### src/rtl/mem_bist_pkg.sv
// Shared types and helpers for the dual-port RAM self-test controller.
// Holds the controller state encoding, the default seed and the expected-word rule.
package mem_bist_pkg;

  typedef enum logic [2:0] {
    ST_IDLE,
    ST_WRITE,
    ST_READ,
    ST_FLUSH,
    ST_DONE
  } state_t;

  localparam logic [15:0] DEFAULT_SEED = 16'hA5C3;

  // Widest word/address the helper handles; callers narrow the result.
  localparam int MAX_W = 64;

  function automatic logic [MAX_W-1:0] expected_word(input logic [MAX_W-1:0] addr,
                                                     input logic [MAX_W-1:0] seed,
                                                     input logic             inv);
    logic [MAX_W-1:0] w;
    w = addr ^ seed;
    return inv ? ~w : w;
  endfunction

endpackage

### src/rtl/hexTo7Seg.sv
// Nibble to seven-segment decoder for the board hex displays.
// Segments are active-low, ordered {g,f,e,d,c,b,a}.
module hexTo7Seg (
  input  logic [3:0] hex,
  output logic [6:0] seg
);

  always_comb begin
    // NOTE: a default before the case keeps this block free of inferred latches.
    seg = 7'h7F;
    case (hex)
      4'h0: seg = 7'h40;
      4'h1: seg = 7'h79;
      4'h2: seg = 7'h24;
      4'h3: seg = 7'h30;
      4'h4: seg = 7'h19;
      4'h5: seg = 7'h12;
      4'h6: seg = 7'h02;
      4'h7: seg = 7'h78;
      4'h8: seg = 7'h00;
      4'h9: seg = 7'h10;
      4'hA: seg = 7'h08;
      4'hB: seg = 7'h03;
      4'hC: seg = 7'h46;
      4'hD: seg = 7'h21;
      4'hE: seg = 7'h06;
      4'hF: seg = 7'h0E;
      default: seg = 7'h7F;
    endcase
  end

endmodule

### src/rtl/mem_bist_display.sv
// Two-pass (true/inverted) write-then-read self-test for a dual-port RAM, with hex readout.
// Define MEM_BIST_HALT_EN to stop at the first mismatch instead of finishing both passes.
module mem_bist_display
  import mem_bist_pkg::*;
#(
  parameter int          DATA_W = 16,
  parameter int          ADDR_W = 10,
  parameter int          DIGITS = DATA_W / 4,
  parameter logic [15:0] SEED   = DEFAULT_SEED
) (
  input  logic                  clock,
  input  logic                  reset,
  input  logic                  start,
  output logic [DATA_W-1:0]     mem_data,
  output logic [ADDR_W-1:0]     mem_wr_addr,
  output logic                  mem_we,
  output logic [ADDR_W-1:0]     mem_rd_addr,
  input  logic [DATA_W-1:0]     mem_q,
  output logic                  busy,
  output logic                  done,
  output logic                  pass,
  output logic [ADDR_W-1:0]     err_addr,
  output logic [7*DIGITS-1:0]   hex_out
);

  localparam logic [ADDR_W-1:0] LAST_ADDR = '1;

`ifdef MEM_BIST_HALT_EN
  localparam logic HALT_EN = 1'b1;
`else
  localparam logic HALT_EN = 1'b0;
`endif

  function automatic logic [DATA_W-1:0] word_at(input logic [ADDR_W-1:0] a, input logic inv);
    return DATA_W'(expected_word(MAX_W'(a), MAX_W'(SEED), inv));
  endfunction

  state_t            state;
  logic [ADDR_W-1:0] addr;
  logic [ADDR_W-1:0] next_addr;
  logic              pass_bit;
  logic              fail;

  // Read data returns one cycle after issue, so the expected word and its
  // address are carried one cycle alongside the outstanding read.
  logic              chk_en;
  logic [DATA_W-1:0] chk_exp;
  logic [ADDR_W-1:0] chk_addr;
  logic [DATA_W-1:0] disp;

  logic              mismatch;
  logic              first_err;
  logic              fail_nx;
  logic              halt_now;
  logic [ADDR_W-1:0] err_nx;
  logic [DATA_W-1:0] done_disp;

  assign next_addr = addr + 1'b1;
  assign mismatch  = chk_en && (state == ST_READ || state == ST_FLUSH) && (mem_q != chk_exp);
  assign first_err = mismatch && !fail;
  assign fail_nx   = fail || mismatch;
  assign err_nx    = first_err ? chk_addr : err_addr;
  assign halt_now  = HALT_EN && first_err;
  assign done_disp = fail_nx ? DATA_W'(err_nx) : '0;

  always_ff @(posedge clock or negedge reset) begin
    // NOTE: the data-path registers are reset too, so the display and RAM
    // ports show a defined value the moment reset asserts.
    if (!reset) begin
      state       <= ST_IDLE;
      addr        <= '0;
      pass_bit    <= 1'b0;
      fail        <= 1'b0;
      chk_en      <= 1'b0;
      chk_exp     <= '0;
      chk_addr    <= '0;
      disp        <= '0;
      mem_data    <= '0;
      mem_wr_addr <= '0;
      mem_we      <= 1'b0;
      mem_rd_addr <= '0;
      busy        <= 1'b0;
      done        <= 1'b0;
      pass        <= 1'b0;
      err_addr    <= '0;
    end else begin
      // NOTE: non-blocking assignments throughout; a later assignment in the
      // same branch deliberately overrides an earlier one (e.g. disp on halt).
      unique case (state)
        ST_IDLE, ST_DONE: begin
          if (start) begin
            state       <= ST_WRITE;
            addr        <= '0;
            pass_bit    <= 1'b0;
            fail        <= 1'b0;
            err_addr    <= '0;
            chk_en      <= 1'b0;
            busy        <= 1'b1;
            done        <= 1'b0;
            pass        <= 1'b0;
            mem_we      <= 1'b1;
            mem_wr_addr <= '0;
            mem_data    <= word_at('0, 1'b0);
            disp        <= word_at('0, 1'b0);
          end
        end

        ST_WRITE: begin
          if (addr == LAST_ADDR) begin
            state       <= ST_READ;
            addr        <= '0;
            mem_we      <= 1'b0;
            mem_rd_addr <= '0;
            chk_en      <= 1'b0;
          end else begin
            addr        <= next_addr;
            mem_wr_addr <= next_addr;
            mem_data    <= word_at(next_addr, pass_bit);
            disp        <= word_at(next_addr, pass_bit);
          end
        end

        ST_READ: begin
          chk_en   <= 1'b1;
          chk_exp  <= word_at(addr, pass_bit);
          chk_addr <= addr;
          fail     <= fail_nx;
          err_addr <= err_nx;
          if (chk_en) disp <= mem_q;
          if (halt_now) begin
            state <= ST_DONE;
            busy  <= 1'b0;
            done  <= 1'b1;
            pass  <= !fail_nx;
            disp  <= done_disp;
          end else if (addr == LAST_ADDR) begin
            state <= ST_FLUSH;
          end else begin
            addr        <= next_addr;
            mem_rd_addr <= next_addr;
          end
        end

        ST_FLUSH: begin
          fail     <= fail_nx;
          err_addr <= err_nx;
          if (!pass_bit && !halt_now) begin
            state       <= ST_WRITE;
            pass_bit    <= 1'b1;
            addr        <= '0;
            mem_we      <= 1'b1;
            mem_wr_addr <= '0;
            mem_data    <= word_at('0, 1'b1);
            disp        <= word_at('0, 1'b1);
          end else begin
            state <= ST_DONE;
            busy  <= 1'b0;
            done  <= 1'b1;
            pass  <= !fail_nx;
            disp  <= done_disp;
          end
        end

        default: state <= ST_IDLE;
      endcase
    end
  end

  for (genvar i = 0; i < DIGITS; i++) begin : g_digit
    hexTo7Seg u_hex (
      .hex (disp[4*(DIGITS-i)-1 -: 4]),
      .seg (hex_out[7*(DIGITS-i)-1 -: 7])
    );
  end

endmodule

### config.mk
export PLATFORM = sky130hd
export DESIGN_NAME = mem_bist_display
export DESIGN_NICKNAME = d
export VERILOG_FILES = /design/src/rtl/mem_bist_pkg.sv /design/src/rtl/hexTo7Seg.sv /design/src/rtl/mem_bist_display.sv
export SDC_FILE = /design/constraint.sdc
export NUM_CORES = 1
export LEC_CHECK = 0
export ABC_CLOCK_PERIOD_IN_PS = 2600
export BUFFER_PORTS_ARGS = -buffer_cell sky130_fd_sc_hd__buf_2
export CAP_MARGIN = 20
export CORE_MARGIN = 5
export CORE_UTILIZATION = 45
export DETAILED_ROUTE_END_ITERATION = 7
export HOLD_SLACK_MARGIN = 0.12
export PLACE_DENSITY = 0.62
export SLEW_MARGIN = 20
export SYNTH_ARGS = -nofsm -noshare
export SYNTH_HDL_FRONTEND = slang
export SYNTH_SLANG_ARGS = --single-unit
### constraint.sdc
create_clock -name clock -period 2.6 [get_ports clock]
set_clock_uncertainty 0.1 [all_clocks]
set_input_delay 0.26 -clock clock [delete_from_list [all_inputs] [get_ports clock]]
set_output_delay 0.26 -clock clock [all_outputs]
set_load 0.01 [all_outputs]
==> flow_summary_export.csv <==
group,metric,value,unit
status,status,"finished, final reports clean",
yosys,synth_edf_count,0,
sta,fin_crit,2.410,ns
floorplanning,core_area,13140,sq um
sta,fin_setup_tns,0,ns
worst_setup_path,r2r_end,"addr[7]$_DFFE_PN0P_",
global_routing,grt_pass1_wl,27.97,mm
power_and_ir_drop,seqPwrFrac,38.1,%
power_and_ir_drop,p_leak,3.387,nW
yosys,syn_area_per_cell,9.199,sq um
clock_network,h-tree-depth,3,
clock_network,cts_made_buffers,9,
power_and_ir_drop,p_switching,2.062,mW
place,place.gp.congestion,0.9116,
yosys,synthSimpleGateAreaFrac,15.99,%
power_and_ir_drop,ir_drop,0.5617,mV
global_routing,grt_max_degree,72,
power_and_ir_drop,clock_power_share,23.8,%
yosys,synth_adder_area_share,5.248,%
sta,tightestPinTransition,0.8375,ns
cells_and_area,multiInputGateArea,3114,sq um
worst_setup_path,cp_common_cell,"nand4_1",
yosys,async_reset_ff_share,100.0,%
floorplanning,die_x,125.1,um
worst_setup_path,slowest_delay,0.54,ns
power_and_ir_drop,switching_share,37.96,%
detailed_routing,drt_iter0_markers,431,
global_routing,grt_pass1_vias,5193,
cells_and_area,antenna_cells,0,
yosys,synth_area,5961,sq um
worst_setup_path,slowest_stage,"dlygate4sd3_1",
worst_setup_path,cp_max_fo,3,
yosys,yosysWarnings,0,
clock_network,cts_root_buf,"clkbuf_16",
sta,slew_viol_final,0,
detailed_routing,routed-via-count,5202,
yosys,synth_top_family_by_area,"compound AO/OA/AOI/OAI gates",
sta,relSlewSlack,44.17,%
floorplanning,dieArea,15650,sq um
place,io_buffers,96,
worst_setup_path,crit_path_start_kind,"primary input",
power_and_ir_drop,power_density,781.0,nW/um^2
yosys,synth-compound-area-share,19.63,%
global_routing,antenna_found_initial,0,
yosys,synth.net_count,692,
yosys,yosysMostFrequentCell,"dfrtp_1",
yosys,synth.area.mux_share,5.751,%
worst_setup_path,crit_type,"in -> reg",
sta,setup_viol,0,
yosys,post_synth_xor_area_fraction,5.521,%
cells_and_area,area_growth,16.69,%
clock_network,clk_pin_slew_worst_paths,0.07,ns
min_path,hold_class,"in -> reg",
yosys,synth_top_area_share,41.98,%
clock_network,cts_resized,0,
yosys,netlist_top_cells_count,"dfrtp_1 (100), nand2_1 (74), o21ai_0 (61)",
sta,rsz0062_at_grt,"no",
detailed_routing,wirelength,17.06,mm
cells_and_area,seq_area,2502,sq um
worst_setup_path,r2r_slack,0.31,ns
yosys,synth_largest_area_cell,"dfrtp_1",
worst_setup_path,reg2reg_depth,5,
yosys,ys_seq_area_share,41.98,%
sta,hold_viol_final,0,
sta,layout_setup_ws,0.1898,ns
cells_and_area,drive_gt1_share,21.79,%
detailed_routing,dr.pass1.iters,5,
cells_and_area,nNetsFinal,778,
worst_setup_path,timing.critical_path.arrival,2.58,ns
power_and_ir_drop,pwr-share-comb,38.1,%
yosys,synthTopCellsByArea,"dfrtp_1 (42%), ha_1 (5.2%), o21ai_0 (5.1%), nand2_1 (4.7%), mux2i_1 (3.9%)",
place,pre_cts_ws,0.3132,ns
detailed_routing,postRouteAntennaNets,0,
worst_setup_path,rr_startpoint,"state[1]$_DFFE_PN0P_",
yosys,ys_types,62,
run,cap_violations,0,
yosys,synth_top_flop_cell,"dfrtp_1",
detailed_routing,viasPerCell,5.685,
worst_setup_path,critPathBufInv,3,
floorplanning,pin_count,97,
global_routing,grt_overflow,0,
worst_setup_path,worstPathCellList,"dlygate4sd3_1 > buf_2 > or4_1 > a211oi_1 > nand4_1 > nand4_1 > buf_4 > mux2i_1",
min_path,min_path_cells,3,
clock_network,clockBufferDepth,2,
power_and_ir_drop,intPower,3.370,mW
worst_setup_path,required,2.77,ns
sta,fmax,414.9,MHz
worst_setup_path,crit_family,"simple AND/OR/NAND/NOR gates",
clock_network,cts_tree,"yes",
min_path,hp-start,"mem_q[11]",
sta,finalCritPeriodShare,92.70,%
yosys,netlist_instances,648,
floorplanning,dieHeight,125.1,um
detailed_routing,drc,0,
global_routing,grt.total_usage,22.04,%
place,dp_hpwl,12.61,mm
worst_setup_path,critPathCaptureType,"register",
clock_network,clk-insertion-delay-late,0.36,ns
clock_network,cts_sinks,100,
floorplanning,fp-row-count,42,
yosys,ys_seq_elements,100,
cells_and_area,n_fill_cell,1233,
min_path,hold_path_end,"disp[11]$_DFFE_PN0P_",
detailed_routing,wl_per_cell,18.64,um
floorplanning,start_util,45.37,%
[metal layers]
layer | track usage [%] | routed length (um) | up-vias
met1 | 31.06 | 7697 | 2581
met2 | 34.55 | 8066 | 158
met3 | 4.392 | 980 | 24
li1 | - | - | 2439
met5 | 0 | 0 | -
met4 | 6.633 | 315 | 0
[state kept, by name, indices dropped and copies added (netlist names), 3 cells and up]
signal and flops:
mem_rd_addr 10, state 3, addr 10, disp 16, err_addr 10, mem_wr_addr 10, chk_addr 10, chk_exp 12
mem_data 12
[through the flow]
stage          instance area, sq um  std cells  utilization (%)  hold WS [ns]  power, mW
2_1_floorplan                  5961        648                -       -0.1356      3.369
3_3_place_gp                   6641        895            50.55        0.1061      4.116
3_5_place_dp                   6641        895            50.55        0.1139      4.177
4_1_cts                        6940        913            52.83        0.1234      5.460
5_1_grt                        6955        915            52.94        0.1474      5.775
6_report                       6955        915            52.94        0.1126      5.432
[how the worst max path moves through the flow]
stage,depth (start not counted),slack [ns],from,end
final,8,0.19,mem_q[14],err_addr[7]$_DFFE_PN0P_
after global routing,8,0.05,mem_q[14],err_addr[7]$_DFFE_PN0P_
after CTS,8,0.10,mem_q[14],err_addr[2]$_DFFE_PN0P_
after detailed placement,7,0.31,mem_q[14],err_addr[0]$_DFFE_PN0P_
after global placement,7,0.35,mem_q[14],err_addr[2]$_DFFE_PN0P_
after floorplan,8,0.66,addr[1]$_DFFE_PN0P_,mem_data[13]$_DFFE_PN0P_
[power groups by stage]
stage               logic, mW  clock network (mW)  registers, mW
floorplan                1.38                   0           1.99
global placement         2.03                   0           2.09
detailed placement       2.08                   0           2.10
CTS                      2.08                1.30           2.07
global route             2.26                1.39           2.12
finish                   2.07                1.29           2.07
[worst min-delay path, cell delays in order]
cell,delay (ns)
buf_2,0.10
a211oi_1,0.08
nor2_1,0.09
[cell type report]
cell class,count,share of cell area (%)
multi-input combinational,470,44.77
sequential,100,35.98
timing repair buffer,126,10.61
clock buffer,11,3.490
tap,176,3.166
inverter,27,1.457
clock inverter,5,0.5217
[cells by family (layout without fill, tap and decap cells)]
logic type                 Yosys count  in the layout
and+or+nand+nor                    198            198
buffers and inverters               78            169
AOI/OAI and AO/OA                  182            182
xor gates and xnor gates            36             36
DFF                                100            100
muxes                               29             29
adders and majority gates           25             25
[placed cells by master, fill, tap and decap left out, types with 3 or more instances in the layout]
cell type and count:
dfrtp_1 100, buf_2 95, nand2_1 74, o21ai_0 61
nor2_1 51, a21oi_1 33, buf_4 27, inv_1 26
xor2_1 25, ha_1 25, mux2i_1 23, nand3_1 21
nor2b_1 12, a22o_1 12, xnor2_1 10, o31ai_1 9
a31oi_1 9, clkbuf_16 9, o21ai_1 8, nand4_1 7
o2bb2ai_1 7, a211oi_1 7, and2_1 5, a32o_1 5
nand2b_1 5, mux4_2 4, a21o_1 4, o21a_1 4
or3b_2 3, a221oi_1 3, a2bb2oi_1 3, clkinvlp_4 3
[repair_timing]
action | in CTS | in global routing
setup endpoints to repair | 0 | 6
hold endpoints to repair | 30 | 0
hold buffers | 2 | 0
setup buffers | 0 | 2
(Power assumes the default switching activity.)
